==> config.mk <==
export PLATFORM = sky130hd
export DESIGN_NAME = warp_reconv_stack_flat
export DESIGN_NICKNAME = d
export VERILOG_FILES = /design/src/rtl/warp_reconv_stack_if.sv /design/src/rtl/warp_reconv_stack.sv /design/src/flat_wrapper.sv
export SDC_FILE = /design/constraint.sdc
export NUM_CORES = 1
export LEC_CHECK = 0
export BUFFER_PORTS_ARGS = -buffer_cell sky130_fd_sc_hd__buf_2
export CAP_MARGIN = 15
export CORE_ASPECT_RATIO = 1.1
export CORE_MARGIN = 2
export CORE_UTILIZATION = 28
export CTS_BUF_LIST = sky130_fd_sc_hd__clkbuf_2 sky130_fd_sc_hd__clkbuf_4 sky130_fd_sc_hd__clkbuf_8
export CTS_CLUSTER_DIAMETER = 80
export CTS_CLUSTER_SIZE = 14
export DETAILED_ROUTE_END_ITERATION = 7
export GPL_TIMING_DRIVEN = 0
export REMOVE_ABC_BUFFERS = 1
export SKIP_LAST_GASP = 1
export SYNTH_ARGS = -nofsm -noshare
export SYNTH_HDL_FRONTEND = slang
export SYNTH_SLANG_ARGS = --single-unit
==> constraint.sdc <==
create_clock -name clk -period 19.8 [get_ports clk]
set_input_delay 4.95 -clock clk [delete_from_list [all_inputs] [get_ports clk]]
set_output_delay 4.95 -clock clk [all_outputs]
set_load 0.005 [all_outputs]
==> src/rtl/warp_reconv_stack_if.sv <==
// Branch, fetch-redirect and warp_mask update signals of the SIMT reconvergence stack.
// The stack itself owns the master modport; branch resolution, fetch and warp_mask sit on slave.
interface warp_reconv_stack_if #(
   parameter int unsigned NUM_LANES   = 8,
   parameter int unsigned STACK_DEPTH = 4,
   parameter int unsigned PC_WIDTH    = 32
);
   localparam int unsigned DepthW = $clog2(STACK_DEPTH + 1);

   logic                 branch_valid;
   logic                 branch_ready;
   logic [NUM_LANES-1:0] branch_taken;
   logic [PC_WIDTH-1:0]  branch_target;
   logic [PC_WIDTH-1:0]  branch_fallthru;
   logic [PC_WIDTH-1:0]  branch_reconv;
   logic                 pc_valid;
   logic [PC_WIDTH-1:0]  pc;
   logic [NUM_LANES-1:0] active_mask;
   logic                 mask_update;
   logic [NUM_LANES-1:0] mask_in;
   logic                 redirect_valid;
   logic                 redirect_ready;
   logic [PC_WIDTH-1:0]  redirect_pc;
   logic                 busy;
   logic [DepthW-1:0]    depth;
   logic                 overflow;

   modport master (
      input  branch_valid, branch_taken, branch_target, branch_fallthru, branch_reconv,
      input  pc_valid, pc, active_mask, redirect_ready,
      output branch_ready, mask_update, mask_in, redirect_valid, redirect_pc, busy, depth, overflow
   );

   modport slave (
      output branch_valid, branch_taken, branch_target, branch_fallthru, branch_reconv,
      output pc_valid, pc, active_mask, redirect_ready,
      input  branch_ready, mask_update, mask_in, redirect_valid, redirect_pc, busy, depth, overflow
   );
endinterface

==> src/rtl/warp_reconv_stack.sv <==
// SIMT divergence/reconvergence stack: pushes the pending path on a divergent branch and
// switches to it, or pops and restores the pre-branch mask, when fetch reaches the reconvergence PC.
module warp_reconv_stack #(
   parameter int unsigned NUM_LANES   = 8,
   parameter int unsigned STACK_DEPTH = 4,
   parameter int unsigned PC_WIDTH    = 32
) (
   input  logic               clk,
   input  logic               rst_n,
   warp_reconv_stack_if.master bus
);
   localparam int unsigned DepthW = $clog2(STACK_DEPTH + 1);
   localparam int unsigned IdxW   = (STACK_DEPTH > 1) ? $clog2(STACK_DEPTH) : 1;
   localparam logic [DepthW-1:0] FullDepth = DepthW'(STACK_DEPTH);

   typedef enum logic [1:0] {StIdle, StIssue, StWaitRdy} state_e;

   state_e               state_q;
   logic [DepthW-1:0]    depth_q;
   logic                 overflow_q;
   logic                 mask_update_q;
   logic [NUM_LANES-1:0] mask_in_q;
   logic                 redirect_valid_q;
   logic [PC_WIDTH-1:0]  redirect_pc_q;

   logic [PC_WIDTH-1:0]  reconv_pc_q  [STACK_DEPTH];
   logic [NUM_LANES-1:0] rejoin_q     [STACK_DEPTH];
   logic [NUM_LANES-1:0] pend_mask_q  [STACK_DEPTH];
   logic [PC_WIDTH-1:0]  pend_pc_q    [STACK_DEPTH];

   logic [IdxW-1:0]      top_idx;
   logic [IdxW-1:0]      push_idx;
   logic [NUM_LANES-1:0] taken_m;
   logic [NUM_LANES-1:0] not_taken_m;
   logic                 reconv_hit;
   logic                 pend_nz;
   logic                 br_acc;
   logic                 uniform_nt;
   logic                 uniform_t;
   logic                 full;
   logic                 push;

   always_comb begin
      top_idx     = IdxW'(depth_q - DepthW'(1));
      push_idx    = IdxW'(depth_q);
      taken_m     = bus.branch_taken & bus.active_mask;
      not_taken_m = ~bus.branch_taken & bus.active_mask;
      reconv_hit  = bus.pc_valid && (depth_q != '0) && (bus.pc == reconv_pc_q[top_idx]);
      pend_nz     = (pend_mask_q[top_idx] != '0);
      bus.branch_ready = (state_q == StIdle) && !reconv_hit;
      br_acc      = bus.branch_valid && bus.branch_ready;
      // An all-zero active mask counts as uniform not-taken, never as divergent.
      uniform_nt  = (taken_m == '0);
      uniform_t   = !uniform_nt && (taken_m == bus.active_mask);
      full        = (depth_q == FullDepth);
      push        = br_acc && !uniform_nt && !uniform_t && !full;
   end

   always_ff @(posedge clk) begin
      if (!rst_n) begin
         state_q          <= StIdle;
         depth_q          <= '0;
         overflow_q       <= 1'b0;
         mask_update_q    <= 1'b0;
         mask_in_q        <= '0;
         redirect_valid_q <= 1'b0;
         redirect_pc_q    <= '0;
      end else begin
         unique case (state_q)
            StIdle: begin
               if (reconv_hit) begin
                  state_q          <= StIssue;
                  mask_update_q    <= 1'b1;
                  mask_in_q        <= pend_nz ? pend_mask_q[top_idx] : rejoin_q[top_idx];
                  redirect_valid_q <= pend_nz;
                  redirect_pc_q    <= pend_nz ? pend_pc_q[top_idx] : '0;
                  if (!pend_nz) depth_q <= depth_q - DepthW'(1);
               end else if (br_acc && uniform_t) begin
                  state_q          <= StIssue;
                  redirect_valid_q <= 1'b1;
                  redirect_pc_q    <= bus.branch_target;
               end else if (push) begin
                  state_q          <= StIssue;
                  depth_q          <= depth_q + DepthW'(1);
                  mask_update_q    <= 1'b1;
                  mask_in_q        <= taken_m;
                  redirect_valid_q <= 1'b1;
                  redirect_pc_q    <= bus.branch_target;
               end else if (br_acc && !uniform_nt && full) begin
                  overflow_q <= 1'b1;
               end
            end
            StIssue: begin
               mask_update_q <= 1'b0;
               if (!redirect_valid_q || bus.redirect_ready) begin
                  state_q          <= StIdle;
                  mask_in_q        <= '0;
                  redirect_valid_q <= 1'b0;
                  redirect_pc_q    <= '0;
               end else begin
                  state_q <= StWaitRdy;
               end
            end
            StWaitRdy: begin
               if (bus.redirect_ready) begin
                  state_q          <= StIdle;
                  mask_in_q        <= '0;
                  redirect_valid_q <= 1'b0;
                  redirect_pc_q    <= '0;
               end
            end
            default: state_q <= StIdle;
         endcase
      end
   end

   // Stack contents need no reset: depth_q alone decides which entries are live.
   always_ff @(posedge clk) begin
      if (rst_n && state_q == StIdle) begin
         if (reconv_hit && pend_nz) begin
            pend_mask_q[top_idx] <= '0;
         end else if (push) begin
            reconv_pc_q[push_idx] <= bus.branch_reconv;
            rejoin_q[push_idx]    <= bus.active_mask;
            pend_mask_q[push_idx] <= not_taken_m;
            pend_pc_q[push_idx]   <= bus.branch_fallthru;
         end
      end
   end

   assign bus.mask_update    = mask_update_q;
   assign bus.mask_in        = mask_in_q;
   assign bus.redirect_valid = redirect_valid_q;
   assign bus.redirect_pc    = redirect_pc_q;
   assign bus.busy           = (state_q != StIdle);
   assign bus.depth          = depth_q;
   assign bus.overflow       = overflow_q;
endmodule
==> src/flat_wrapper.sv <==
// flat-port wrapper written by rule: the top's interface ports become plain ports
module warp_reconv_stack_flat 
#(
   parameter int unsigned NUM_LANES   = 8,
   parameter int unsigned STACK_DEPTH = 4,
   parameter int unsigned PC_WIDTH    = 32
)
  (clk, rst_n, bus_branch_valid, bus_branch_taken, bus_branch_target, bus_branch_fallthru, bus_branch_reconv, bus_pc_valid, bus_pc, bus_active_mask, bus_redirect_ready, bus_branch_ready, bus_mask_update, bus_mask_in, bus_redirect_valid, bus_redirect_pc, bus_busy, bus_depth, bus_overflow);
  warp_reconv_stack_if #(.NUM_LANES(NUM_LANES), .STACK_DEPTH(STACK_DEPTH), .PC_WIDTH(PC_WIDTH)) bus_i ();
  input  logic clk;
  input  logic rst_n;
  input wire logic [$bits(bus_i.branch_valid)-1:0] bus_branch_valid;
  input wire logic [$bits(bus_i.branch_taken)-1:0] bus_branch_taken;
  input wire logic [$bits(bus_i.branch_target)-1:0] bus_branch_target;
  input wire logic [$bits(bus_i.branch_fallthru)-1:0] bus_branch_fallthru;
  input wire logic [$bits(bus_i.branch_reconv)-1:0] bus_branch_reconv;
  input wire logic [$bits(bus_i.pc_valid)-1:0] bus_pc_valid;
  input wire logic [$bits(bus_i.pc)-1:0] bus_pc;
  input wire logic [$bits(bus_i.active_mask)-1:0] bus_active_mask;
  input wire logic [$bits(bus_i.redirect_ready)-1:0] bus_redirect_ready;
  output wire logic [$bits(bus_i.branch_ready)-1:0] bus_branch_ready;
  output wire logic [$bits(bus_i.mask_update)-1:0] bus_mask_update;
  output wire logic [$bits(bus_i.mask_in)-1:0] bus_mask_in;
  output wire logic [$bits(bus_i.redirect_valid)-1:0] bus_redirect_valid;
  output wire logic [$bits(bus_i.redirect_pc)-1:0] bus_redirect_pc;
  output wire logic [$bits(bus_i.busy)-1:0] bus_busy;
  output wire logic [$bits(bus_i.depth)-1:0] bus_depth;
  output wire logic [$bits(bus_i.overflow)-1:0] bus_overflow;
  assign bus_i.branch_valid = bus_branch_valid;
  assign bus_i.branch_taken = bus_branch_taken;
  assign bus_i.branch_target = bus_branch_target;
  assign bus_i.branch_fallthru = bus_branch_fallthru;
  assign bus_i.branch_reconv = bus_branch_reconv;
  assign bus_i.pc_valid = bus_pc_valid;
  assign bus_i.pc = bus_pc;
  assign bus_i.active_mask = bus_active_mask;
  assign bus_i.redirect_ready = bus_redirect_ready;
  assign bus_branch_ready = bus_i.branch_ready;
  assign bus_mask_update = bus_i.mask_update;
  assign bus_mask_in = bus_i.mask_in;
  assign bus_redirect_valid = bus_i.redirect_valid;
  assign bus_redirect_pc = bus_i.redirect_pc;
  assign bus_busy = bus_i.busy;
  assign bus_depth = bus_i.depth;
  assign bus_overflow = bus_i.overflow;
  warp_reconv_stack #(.NUM_LANES(NUM_LANES), .STACK_DEPTH(STACK_DEPTH), .PC_WIDTH(PC_WIDTH)) u_core (.clk(clk), .rst_n(rst_n), .bus(bus_i));
endmodule
==> impl_metrics.ini <==
[timing]
slew_headroom_pct = 32.0
fin_skew_ns = 0.0277
tns_ns = 0
tightest_slew_ns = 1.02
slew_violations = 0
whs_ns = 0.473
post-route-min-period_ns = 12.57
rsz0062_at_grt = no
final.setup.worst_slack_ns = 7.23
setup_viol = 0
fmax_ghz = 0.0796
finalCritPeriodShare_pct = 63.5
final_hold_viol_count = 0

[global_routing]
grt_pass1_vias = 8981
grt_pass1_wl_mm = 54.8
grt_util_met3_pct = 3.28
met2_usage_pct = 21.1
grt_max_degree = 55
overflow = 0
grtUsageTotal_pct = 12.7
busiest_layer = met2
antenna_found_initial = 5
grtUsageMet1_pct = 16.3

[logic_synthesis]
synth_edf_count = 320
yosys.area.top_type = edfxtp_1
syn_area_per_cell_sq_um = 18.3
ys_ff_latch = 368
synth_warnings = 0
synth_top_area_share_pct = 62.1
netlist_area_sq_um = 15500
synth-seq-area-share_pct = 68.3
async_flop_share_pct = 0
synthCells = 847
ys_types = 61
synthFlopType = edfxtp_1
synthTopCellsByCount = 320 x edfxtp_1, 70 x mux2i_1, 70 x mux4_2, 48 x dfxtp_1, 39 x nor2b_1
ys_top_cells_by_area = edfxtp_1 62%, mux4_2 10%, dfxtp_1 6.2%, mux2i_1 4.5%, o2bb2ai_2 2.9%
yosysMostFrequentCell = edfxtp_1

[clock_tree]
cts_sinks = 368
cts_tree = done
htree_levels = 2
cts_buffers = 34
cts_resized = 0
clk_pin_slew_ns = 0.09
insertion_delay_ns = 0.59
cts-hold-fix-buffers = 0
clk_path_buf_depth = 3
root_buffer = clkbuf_8
postCtsSetupBuffers = 0

[layout]
fin_util_pct = 33.5
finish.instance_area_sq_um = 18300
instances_no_fill = 1823
layout-drive-gt1-share_pct = 37.1
fin_nets = 1224
fillCellCount = 5370
synthToLayoutAreaGrowth_pct = 18.4

[route]
wirelength_mm = 36.2
dr.pass1.iters = 4
first_iter_violations = 427
viasPerCell = 4.61
ant_nets = 0
drc = 0
vias = 8399
wl_per_cell_um = 19.8

[critical_path]
crit_type = input pin to output pin
startpoint_type = input pin
crit_path_end_kind = output pin
cp_slowest_cell = nor4_4
crit_required_ns = 14.85
cp_common_cell = buf_2
path_cells = buf_2 > inv_1 > o22ai_1 > a2111oi_1 > o211ai_2 > nor4_4 > buf_6 > buf_8 > nor2_1 > buf_2
crit_arrival_ns = 7.62
crit_fanout = 13
slowest_delay_ns = 0.86

[floorplan]
start_util_pct = 28.3
row_count = 90
fp.dieH_um = 251
die_area_sq_um = 57200
fp.dieW_um = 228
core_area_sq_um = 54700
ios = 197

[placed_design]
gp_congestion = 0.765
placed_area_sq_um = 17600
pre_cts_ws_ns = 7.21
place_inst = 1766
numPortBuffers = 196
dp_hpwl_mm = 24.8

[pwr]
total_power_mw = 1.76
ir_drop_mv = 0.0754
power.leakage_nw = 6.06
powerDensity_nw_per_um2 = 96.1

[min_path]
hold_class = flop to flop

[run_status]
status = complete, no violations

[run]
cap_viol_max_count = 0
==> per-layer routing <==
metal / vias to the layer above / part of all wire [%]
li1: 3854 / -
met5: - / 0.13
met2: 204 / 48
met4: 8 / 2.3
met1: 4273 / 44
met3: 60 / 5.3
==> path summary, 6_finish.rpt <==
path / endpoint / slack, ns / startpoint / cells after the start
max reg2reg: u_core.reconv_pc_q[2][16] / 12.83 / u_core.bus.depth[0] / 14
max: bus_branch_ready / 7.23 / bus_pc[22] / 10
min: u_core.bus.redirect_pc[23] / 0.47 / u_core.bus.redirect_pc[23] / 1
min reg2reg: u_core.bus.redirect_pc[23] / 0.47 / u_core.bus.redirect_pc[23] / 1
==> final cells by class <==
cell class                      count  area [sq um]  share of cell area (%)
Inverter                           15          56.3                   0.307
Tap cell                          736           921                    5.03
Sequential cell                   368         10600                    57.7
Antenna cell                        1          2.50                  0.0137
Timing Repair Buffer              225          1490                    8.13
Multi-Input combinational cell    422          4570                    24.9
Clock inverter                      6           100                   0.546
Clock buffer                       50           607                    3.31
==> cell usage in the layout (no fill, tap or decap), types with 3 or more instances in the layout <==
master / netlist / routed
edfxtp_1: 320 / 320
buf_2: 11 / 196
mux2i_1: 70 / 70
mux4_2: 70 / 70
dfxtp_1: 48 / 47
nor2b_1: 39 / 39
clkbuf_8: 0 / 37
o2bb2ai_2: 30 / 30
nand2_1: 26 / 26
xnor2_1: 23 / 23
nor2_1: 22 / 18
inv_1: 15 / 15
nand4_1: 13 / 13
clkbuf_4: 0 / 13
a21oi_1: 12 / 12
nand2b_1: 11 / 11
buf_12: 2 / 11
o21ai_0: 8 / 8
nor3_1: 8 / 8
a22o_1: 8 / 8
ha_1: 9 / 8
buf_6: 16 / 8
o22ai_1: 6 / 6
o2bb2ai_1: 5 / 5
nor2_4: 1 / 5
or4_1: 5 / 5
buf_16: 0 / 5
nor4_1: 4 / 4
and4_1: 3 / 3
or3_1: 3 / 3
a31oi_1: 3 / 3
buf_8: 0 / 3
==> cell families (layout without fill, tap and decap cells) <==
logic type / count (synthesis) / after routing / share of synthesized area (%)
other: 0 / 1 / 0
adders and majority gates: 9 / 9 / 0.728
AOI/OAI and AO/OA: 100 / 100 / 6.53
muxes: 143 / 143 / 15.0
xor gates and xnor gates: 24 / 24 / 1.36
buffers and inverters: 57 / 296 / 2.56
DFF: 368 / 368 / 68.3
and+or+nand+nor: 146 / 146 / 5.49
==> sequential cells by signal, indices dropped and copies added (netlist names) <==
| register | cells |
|---|---|
| u_core.bus.mask_update | 1 |
| u_core.pend_mask_q | 32 |
| u_core.bus.overflow | 1 |
| u_core.bus.redirect_pc | 32 |
| u_core.rejoin_q | 32 |
| u_core.bus.depth | 3 |
| u_core.bus.mask_in | 8 |
| u_core.state_q | 2 |
| u_core.reconv_pc_q | 128 |
| u_core.bus.redirect_valid | 1 |
| u_core.pend_pc_q | 128 |
==> report_power, final <==
part           internal, mW  total, mW  switching [mW]
Sequential            0.881      0.900          0.0193
Clock                 0.226      0.486           0.260
Combinational         0.175      0.375           0.200
Total                  1.28       1.76           0.479
==> critical path: cells and delay by family <==
family          cells  cell delay [ns]
buf+inv             5             0.79
compound gates      3             0.95
simple gates        2             0.90
(Power assumes the default switching activity.)
